==> src/rtl/mcu_pkg.sv <==
// Shared encodings for the multi-cycle MIPS-subset controller: opcodes, functs,
// state codes, ALU op codes and datapath mux selects.
package mcu_pkg;

    localparam logic [5:0] OP_RTYPE = 6'b000000;
    localparam logic [5:0] OP_LW    = 6'b100011;
    localparam logic [5:0] OP_SW    = 6'b101011;
    localparam logic [5:0] OP_BEQ   = 6'b000100;
    localparam logic [5:0] OP_ADDI  = 6'b001000;
    localparam logic [5:0] OP_J     = 6'b000010;

    localparam logic [5:0] FN_ADD = 6'b100000;
    localparam logic [5:0] FN_SUB = 6'b100010;
    localparam logic [5:0] FN_AND = 6'b100100;
    localparam logic [5:0] FN_OR  = 6'b100101;
    localparam logic [5:0] FN_XOR = 6'b100110;
    localparam logic [5:0] FN_NOR = 6'b100111;
    localparam logic [5:0] FN_SLT = 6'b101010;

    localparam logic [2:0] ALU_ADD = 3'd0;
    localparam logic [2:0] ALU_SUB = 3'd1;
    localparam logic [2:0] ALU_AND = 3'd2;
    localparam logic [2:0] ALU_OR  = 3'd3;
    localparam logic [2:0] ALU_XOR = 3'd4;
    localparam logic [2:0] ALU_NOR = 3'd5;
    localparam logic [2:0] ALU_SLT = 3'd6;

    localparam logic [1:0] ASB_B      = 2'b00;
    localparam logic [1:0] ASB_FOUR   = 2'b01;
    localparam logic [1:0] ASB_IMM    = 2'b10;
    localparam logic [1:0] ASB_IMM_SH = 2'b11;

    localparam logic [1:0] PCS_ALU    = 2'b00;
    localparam logic [1:0] PCS_ALUOUT = 2'b01;
    localparam logic [1:0] PCS_JUMP   = 2'b10;

    typedef enum logic [3:0] {
        ST_FETCH  = 4'd0,
        ST_DECODE = 4'd1,
        ST_MEMADR = 4'd2,
        ST_MEMRD  = 4'd3,
        ST_MEMWB  = 4'd4,
        ST_MEMWR  = 4'd5,
        ST_EXEC   = 4'd6,
        ST_ALUWB  = 4'd7,
        ST_BRANCH = 4'd8,
        ST_ADDIEX = 4'd9,
        ST_ADDIWB = 4'd10,
        ST_JUMP   = 4'd11,
        ST_TRAP   = 4'd15
    } state_e;

    typedef struct packed {
        logic       pc_write;
        logic       pc_write_cond;
        logic       iord;
        logic       mem_read;
        logic       mem_write;
        logic       ir_write;
        logic       reg_dst;
        logic       mem_to_reg;
        logic       reg_write;
        logic       alu_src_a;
        logic [1:0] alu_src_b;
        logic [1:0] pc_src;
        logic       instr_done;
        logic       trap;
    } ctl_t;

    // States that wait on mem_ready and run the wait counter.
    function automatic logic is_mem_state(state_e s);
        return (s == ST_FETCH) || (s == ST_MEMRD) || (s == ST_MEMWR);
    endfunction

endpackage

==> src/rtl/mcu_alu_decoder.sv <==
// R-type funct to ALU control decode; unlisted functs report funct_valid=0.
module mcu_alu_decoder
    import mcu_pkg::*;
#(
    parameter int ALU_CTRL_W = 3
) (
    input  logic [5:0]            funct,
    output logic [ALU_CTRL_W-1:0] alu_control,
    output logic                  funct_valid
);

    logic [2:0] op;

    always_comb begin
        op          = ALU_ADD;
        funct_valid = 1'b1;
        case (funct)
            FN_ADD:  op = ALU_ADD;
            FN_SUB:  op = ALU_SUB;
            FN_AND:  op = ALU_AND;
            FN_OR:   op = ALU_OR;
            FN_XOR:  op = ALU_XOR;
            FN_NOR:  op = ALU_NOR;
            FN_SLT:  op = ALU_SLT;
            default: funct_valid = 1'b0;
        endcase
    end

    assign alu_control = ALU_CTRL_W'(op);

endmodule

==> src/rtl/multicycle_control_unit.sv <==
// Multi-cycle MIPS-subset controller with memory wait/timeout and illegal-op trap.
// Define MCU_JUMP_EN to support the j instruction; otherwise opcode 000010 traps.
module multicycle_control_unit
    import mcu_pkg::*;
#(
    parameter int ALU_CTRL_W  = 3,
    parameter int MEM_TIMEOUT = 15
) (
    input  logic                  clk,
    input  logic                  rst_n,
    input  logic [5:0]            opcode,
    input  logic [5:0]            funct,
    input  logic                  zero,
    input  logic                  mem_ready,
    output logic                  pc_write,
    output logic                  pc_write_cond,
    output logic                  iord,
    output logic                  mem_read,
    output logic                  mem_write,
    output logic                  ir_write,
    output logic                  reg_dst,
    output logic                  mem_to_reg,
    output logic                  reg_write,
    output logic                  alu_src_a,
    output logic [1:0]            alu_src_b,
    output logic [1:0]            pc_src,
    output logic [ALU_CTRL_W-1:0] alu_control,
    output logic                  instr_done,
    output logic                  trap,
    output logic [3:0]            state_out
);

    localparam logic [7:0] WAIT_LAST = 8'(MEM_TIMEOUT - 1);

    state_e                state, nxt;
    logic [7:0]            wait_cnt;
    ctl_t                  ctl, ctl_q;
    logic [ALU_CTRL_W-1:0] alu_c;
    logic [ALU_CTRL_W-1:0] dec_alu;
    logic                  funct_valid;
    logic                  stall_to;

    // The datapath qualifies pc_write_cond with zero itself.
    logic unused_zero;
    assign unused_zero = zero;

    mcu_alu_decoder #(.ALU_CTRL_W(ALU_CTRL_W)) u_alu_dec (
        .funct       (funct),
        .alu_control (dec_alu),
        .funct_valid (funct_valid)
    );

    always_ff @(posedge clk or negedge rst_n) begin
        if (!rst_n) state <= ST_FETCH;
        else        state <= nxt;
    end

    // Counts stall cycles in a memory state; any non-stall cycle clears it.
    always_ff @(posedge clk or negedge rst_n) begin
        if (!rst_n)                                  wait_cnt <= '0;
        else if (is_mem_state(state) && !mem_ready)  wait_cnt <= wait_cnt + 8'd1;
        else                                         wait_cnt <= '0;
    end

    assign stall_to = (wait_cnt == WAIT_LAST);

    always_comb begin
        nxt   = state;
        ctl   = '0;
        alu_c = ALU_CTRL_W'(ALU_ADD);
        case (state)
            ST_FETCH: begin
                ctl.mem_read  = 1'b1;
                ctl.alu_src_b = ASB_FOUR;
                if (mem_ready) begin
                    ctl.ir_write = 1'b1;
                    ctl.pc_write = 1'b1;
                    nxt          = ST_DECODE;
                end else if (stall_to) begin
                    nxt = ST_TRAP;
                end
            end
            ST_DECODE: begin
                ctl.alu_src_b = ASB_IMM_SH;
                case (opcode)
                    OP_RTYPE:     nxt = ST_EXEC;
                    OP_LW, OP_SW: nxt = ST_MEMADR;
                    OP_BEQ:       nxt = ST_BRANCH;
                    OP_ADDI:      nxt = ST_ADDIEX;
`ifdef MCU_JUMP_EN
                    OP_J:         nxt = ST_JUMP;
`endif
                    default:      nxt = ST_TRAP;
                endcase
            end
            ST_MEMADR: begin
                ctl.alu_src_a = 1'b1;
                ctl.alu_src_b = ASB_IMM;
                nxt           = (opcode == OP_LW) ? ST_MEMRD : ST_MEMWR;
            end
            ST_MEMRD: begin
                ctl.iord     = 1'b1;
                ctl.mem_read = 1'b1;
                if (mem_ready)     nxt = ST_MEMWB;
                else if (stall_to) nxt = ST_TRAP;
            end
            ST_MEMWB: begin
                ctl.mem_to_reg = 1'b1;
                ctl.reg_write  = 1'b1;
                ctl.instr_done = 1'b1;
                nxt            = ST_FETCH;
            end
            ST_MEMWR: begin
                ctl.iord      = 1'b1;
                ctl.mem_write = 1'b1;
                if (mem_ready) begin
                    ctl.instr_done = 1'b1;
                    nxt            = ST_FETCH;
                end else if (stall_to) begin
                    nxt = ST_TRAP;
                end
            end
            ST_EXEC: begin
                ctl.alu_src_a = 1'b1;
                ctl.alu_src_b = ASB_B;
                alu_c         = dec_alu;
                nxt           = funct_valid ? ST_ALUWB : ST_TRAP;
            end
            ST_ALUWB: begin
                ctl.reg_dst    = 1'b1;
                ctl.reg_write  = 1'b1;
                ctl.instr_done = 1'b1;
                nxt            = ST_FETCH;
            end
            ST_BRANCH: begin
                ctl.alu_src_a     = 1'b1;
                ctl.alu_src_b     = ASB_B;
                ctl.pc_write_cond = 1'b1;
                ctl.pc_src        = PCS_ALUOUT;
                ctl.instr_done    = 1'b1;
                alu_c             = ALU_CTRL_W'(ALU_SUB);
                nxt               = ST_FETCH;
            end
            ST_ADDIEX: begin
                ctl.alu_src_a = 1'b1;
                ctl.alu_src_b = ASB_IMM;
                nxt           = ST_ADDIWB;
            end
            ST_ADDIWB: begin
                ctl.reg_write  = 1'b1;
                ctl.instr_done = 1'b1;
                nxt            = ST_FETCH;
            end
`ifdef MCU_JUMP_EN
            ST_JUMP: begin
                ctl.pc_src     = PCS_JUMP;
                ctl.pc_write   = 1'b1;
                ctl.instr_done = 1'b1;
                nxt            = ST_FETCH;
            end
`endif
            ST_TRAP: begin
                ctl.trap = 1'b1;
            end
            default: nxt = ST_TRAP;
        endcase
    end

    // Outputs are forced quiet while reset is asserted, even though state is FETCH.
    assign ctl_q         = rst_n ? ctl : '0;
    assign pc_write      = ctl_q.pc_write;
    assign pc_write_cond = ctl_q.pc_write_cond;
    assign iord          = ctl_q.iord;
    assign mem_read      = ctl_q.mem_read;
    assign mem_write     = ctl_q.mem_write;
    assign ir_write      = ctl_q.ir_write;
    assign reg_dst       = ctl_q.reg_dst;
    assign mem_to_reg    = ctl_q.mem_to_reg;
    assign reg_write     = ctl_q.reg_write;
    assign alu_src_a     = ctl_q.alu_src_a;
    assign alu_src_b     = ctl_q.alu_src_b;
    assign pc_src        = ctl_q.pc_src;
    assign instr_done    = ctl_q.instr_done;
    assign trap          = ctl_q.trap;
    assign alu_control   = rst_n ? alu_c : '0;
    assign state_out     = rst_n ? state : 4'd0;

endmodule

==> config.mk <==
export PLATFORM = sky130hd
export DESIGN_NAME = multicycle_control_unit
export DESIGN_NICKNAME = d
export VERILOG_FILES = /design/src/rtl/mcu_pkg.sv /design/src/rtl/mcu_alu_decoder.sv /design/src/rtl/multicycle_control_unit.sv
export SDC_FILE = /design/constraint.sdc
export NUM_CORES = 1
export LEC_CHECK = 0
export ABC_CLOCK_PERIOD_IN_PS = 2870
export BUFFER_PORTS_ARGS = -buffer_cell sky130_fd_sc_hd__buf_4
export CAP_MARGIN = 20
export CORE_MARGIN = 2
export CORE_UTILIZATION = 40
export DETAILED_ROUTE_END_ITERATION = 10
export PLACE_DENSITY = 0.7
export SYNTH_ARGS = -nofsm -noshare
export SYNTH_HDL_FRONTEND = slang
export SYNTH_HIERARCHICAL = 1
export SYNTH_SLANG_ARGS = --single-unit
==> constraint.sdc <==
create_clock -name clk -period 2.87 [get_ports clk]
set_input_delay 0.4305 -clock clk [delete_from_list [all_inputs] [get_ports clk]]
set_output_delay 0.4305 -clock clk [all_outputs]
set_load 0.05 [all_outputs]
==> impl_metrics.sql <==
INSERT INTO impl_metrics (metric_group, metric, value, unit) VALUES
('run_status', 'run_status', 'finished, violations left', ''),
('run_status', 'failed_checks', 'DRC', ''),
('grt', 'antenna_found_initial', '0', ''),
('worst_setup_path', 'critical_path.cell_chain', 'and2b_1, nand2_1, nor3_2, a221o_1, buf_4', ''),
('timing', 'fin_worst_skew', '0.00376', 'ns'),
('logic_synthesis', 'postSynthAreaPerCell', '8.06', 'um2'),
('cells_and_area', 'antenna_cells', '0', ''),
('pwr', 'static-leakage-power', '0.000645', 'uW'),
('worst_setup_path', 'worst-endpoint-required', '2.44', 'ns'),
('logic_synthesis', 'yosysSeqAreaShare', '25.0', '%'),
('clock_tree', 'htree_levels', '1', ''),
('logic_synthesis', 'synthesis.instances', '149', ''),
('job', 'timing.max_cap.violations', '0', ''),
('timing', 'layout_min_cycle_time', '2.38', 'ns'),
('floorplanning', 'core_area', '2810', 'um2'),
('floorplanning', 'die_width', '58.8', 'um'),
('floorplanning', 'num_rows', '19', ''),
('cells_and_area', 'seq_area', '300', 'um2'),
('timing', 'achievable-frequency', '0.420', 'GHz'),
('placement', 'placed_cell_area', '1450', 'um2'),
('worst_setup_path', 'worstSetupPathType', 'reg -> out', ''),
('drt', 'drtAntennaViolNets', '0', ''),
('clock_tree', 'cts-buffers-inserted', '3', ''),
('grt', 'pin_count_of_the_biggest_net_entering_global_routing', '26', ''),
('timing', 'slew_at_the_pin_with_the_worst_max_slew_slack', '0.574', 'ns'),
('timing', 'setup-violations-final', '0', ''),
('logic_synthesis', 'post_synth_instance_area', '1200', 'um2'),
('timing', 'slew_viol_final', '0', ''),
('placement', 'dp_hpwl', '2020', 'um'),
('drt', 'drt_pre_antenna_iters', '8', ''),
('floorplanning', 'io_pins', '39', ''),
('cells_and_area', 'multiInputGateArea', '813', 'um2'),
('logic_synthesis', 'postSynth.asyncResetShare', '100', '%'),
('grt', 'first_global_vias', '1034', ''),
('floorplanning', 'die_area', '3460', 'um2'),
('placement', 'port_buffers', '36', ''),
('worst_setup_path', 'worst_path_largest_cell_delay', '0.59', 'ns'),
('clock_tree', 'cts_buffer_depth', '2', ''),
('grt', 'grtUsageTotal', '17.1', '%'),
('timing', 'grt_setup_unrepaired', 'false', ''),
('worst_setup_path', 'slowest_stage', 'sky130_fd_sc_hd__dfrtp_1', ''),
('worst_setup_path', 'cp-end-kind', 'output pin', ''),
('clock_tree', 'worst_skew_pair.late_latency', '0.28', 'ns'),
('timing', 'holdWs', '0.0124', 'ns'),
('clock_tree', 'postCtsSetupBuffers', '0', ''),
('drt', 'vias', '1186', ''),
('cells_and_area', 'post_route_cells_drive_above_1_share', '29.8', '%'),
('worst_setup_path', 'cp_data_arrival_time', '1.95', 'ns'),
('cells_and_area', 'final_net_count', '197', ''),
('placement', 'gp_routability_congestion', '0.857', ''),
('drt', 'detailedRoute.firstIterationViolations', '61', ''),
('logic_synthesis', 'synth.ff_latch_count', '12', ''),
('min_path', 'worst_hold_path_type', 'in -> async', ''),
('drt', 'drt-vias-per-instance', '5.67', ''),
('logic_synthesis', 'synth_edf_count', '0', ''),
('worst_setup_path', 'cp.buffers_inverters', '1', ''),
('clock_tree', 'cts_repair_resize_count', '0', ''),
('worst_setup_path', 'startpoint_type', 'flip-flop', ''),
('drt', 'routed_wl', '2690', 'um'),
('clock_tree', 'clockRootBuffer', 'sky130_fd_sc_hd__clkbuf_4', ''),
('drt', 'drc_errors', '5', ''),
('grt', 'grt-ovfl-total', '0', ''),
('drt', 'wire_per_inst', '12.9', 'um'),
('clock_tree', 'worst_setup_hold_path_clk_slew', '0.08', 'ns'),
('timing', 'timing.final.hold_violations', '0', ''),
('clock_tree', 'numClockSinks', '12', ''),
('logic_synthesis', 'ys.flop_type', 'sky130_fd_sc_hd__dfrtp_1', ''),
('cells_and_area', 'area_growth', '24.0', '%'),
('timing', 'final.setup.tns', '0', 'ns'),
('timing', 'share_of_the_clock_period_used_by_the_worst_path', '82.9', '%'),
('cells_and_area', 'fin_cells', '209', '');
Yosys cell counts, types with 2 or more instances:
master | number | share of area (%)
sky130_fd_sc_hd__nor2_1 | 20 | 6.2
sky130_fd_sc_hd__dfrtp_1 | 12 | 25
sky130_fd_sc_hd__nand2_1 | 8 | 2.5
sky130_fd_sc_hd__a21oi_1 | 6 | 2.5
sky130_fd_sc_hd__and2_1 | 6 | 3.1
sky130_fd_sc_hd__and3_1 | 6 | 3.1
sky130_fd_sc_hd__buf_2 | 6 | 2.5
sky130_fd_sc_hd__inv_1 | 6 | 1.9
sky130_fd_sc_hd__nand2b_1 | 6 | 3.1
sky130_fd_sc_hd__nand3_1 | 6 | 2.5
sky130_fd_sc_hd__xor2_1 | 5 | 3.6
sky130_fd_sc_hd__buf_4 | 4 | 2.5
sky130_fd_sc_hd__nor3b_1 | 4 | 2.5
sky130_fd_sc_hd__o21ai_0 | 4 | 1.7
sky130_fd_sc_hd__xnor2_1 | 4 | 2.9
sky130_fd_sc_hd__a221oi_1 | 3 | 2.2
sky130_fd_sc_hd__nor4_1 | 3 | 1.6
sky130_fd_sc_hd__or3b_1 | 3 | 2.2
sky130_fd_sc_hd__a211oi_2 | 2 | 2.1
sky130_fd_sc_hd__ha_1 | 2 | 2.1
sky130_fd_sc_hd__nand4b_1 | 2 | 1.5
sky130_fd_sc_hd__nor2b_1 | 2 | 1.0
sky130_fd_sc_hd__nor3_1 | 2 | 0.83
sky130_fd_sc_hd__o21a_1 | 2 | 1.2
sky130_fd_sc_hd__o22ai_1 | 2 | 1.0
final timing paths:
kind / from / to / slack, ns / depth (start not counted)
max in group asynchronous: rst_n / wait_cnt[2]$_DFF_PN0_ / 2.65 / 1
min in group clk: opcode[4] / state[1]$_DFFE_PN0P_ / 0.42 / 3
setup / recovery: state[2]$_DFFE_PN0P_ / instr_done / 0.49 / 5
hold reg to reg: wait_cnt[0]$_DFF_PN0_ / wait_cnt[0]$_DFF_PN0_ / 0.54 / 1
setup reg to reg: state[2]$_DFFE_PN0P_ / state[3]$_DFFE_PN0P_ / 1.00 / 4
hold / removal: rst_n / state[3]$_DFFE_PN0P_ / 0.01 / 1
worst register-to-register path, stage by stage, from the launching register on:
cell,delay (ns)
sky130_fd_sc_hd__dfrtp_1,0.71
sky130_fd_sc_hd__and4bb_2,0.31
sky130_fd_sc_hd__a31oi_2,0.19
sky130_fd_sc_hd__nand2b_1,0.40
sky130_fd_sc_hd__o221ai_2,0.14
state kept, by name, indices dropped and copies added, names as in the netlist:
register  flops
state         4
wait_cnt      8
per-layer routing:
layer / global-route usage, % / wire length [um] / vias up
met5: 0 / 0 / -
met4: 6.49 / 29 / 0
met3: 1.32 / 128 / 4
met2: 27.0 / 1270 / 41
met1: 24.4 / 1270 / 554
li1: - / - / 587
power by group:
group / total, uW / switching (uW) / internal (uW)
combinational: 68.2 / 40.6 / 27.6
clock: 138 / 60.6 / 77.2
sequential: 169 / 0 / 169
cell type report:
type	instances	share of cell area, %
Clock buffer	4	2.44
Inverter	6	1.51
Multi-Input combinational cell	119	54.6
Sequential cell	12	20.2
Tap cell	31	2.61
Timing Repair Buffer	37	18.7
cell families after synthesis:
group	share of synthesized area [%]
compound gates	21.3
xor+xnor	6.56
fa+ha+maj	2.08
buf+inv	8.12
flops	25.0
other cells	0.312
simple gates	36.7
through the flow:
| step | worst slack (ns) | util [%] |
|---|---|---|
| floorplan | 0.0896 | - |
| global placement | 0.740 | 51.8 |
| detailed placement | 0.737 | 51.8 |
| CTS | 0.496 | 53.1 |
| global route | 0.265 | 53.1 |
| finish | 0.492 | 53.1 |
layout by cell type, fill, tap and decap left out, types with 4 or more instances in the layout:
master and count:
sky130_fd_sc_hd__nor2_1 20, sky130_fd_sc_hd__o21ai_0 4, sky130_fd_sc_hd__dfrtp_1 12, sky130_fd_sc_hd__nand2b_1 6
sky130_fd_sc_hd__inv_1 6, sky130_fd_sc_hd__and2_1 6, sky130_fd_sc_hd__nand3_1 6, sky130_fd_sc_hd__buf_4 37
sky130_fd_sc_hd__nand2_1 8, sky130_fd_sc_hd__and3_1 6, sky130_fd_sc_hd__a21oi_1 6, sky130_fd_sc_hd__xnor2_1 4
sky130_fd_sc_hd__xor2_1 5
Note: power is estimated with default switching activity, not from simulation.
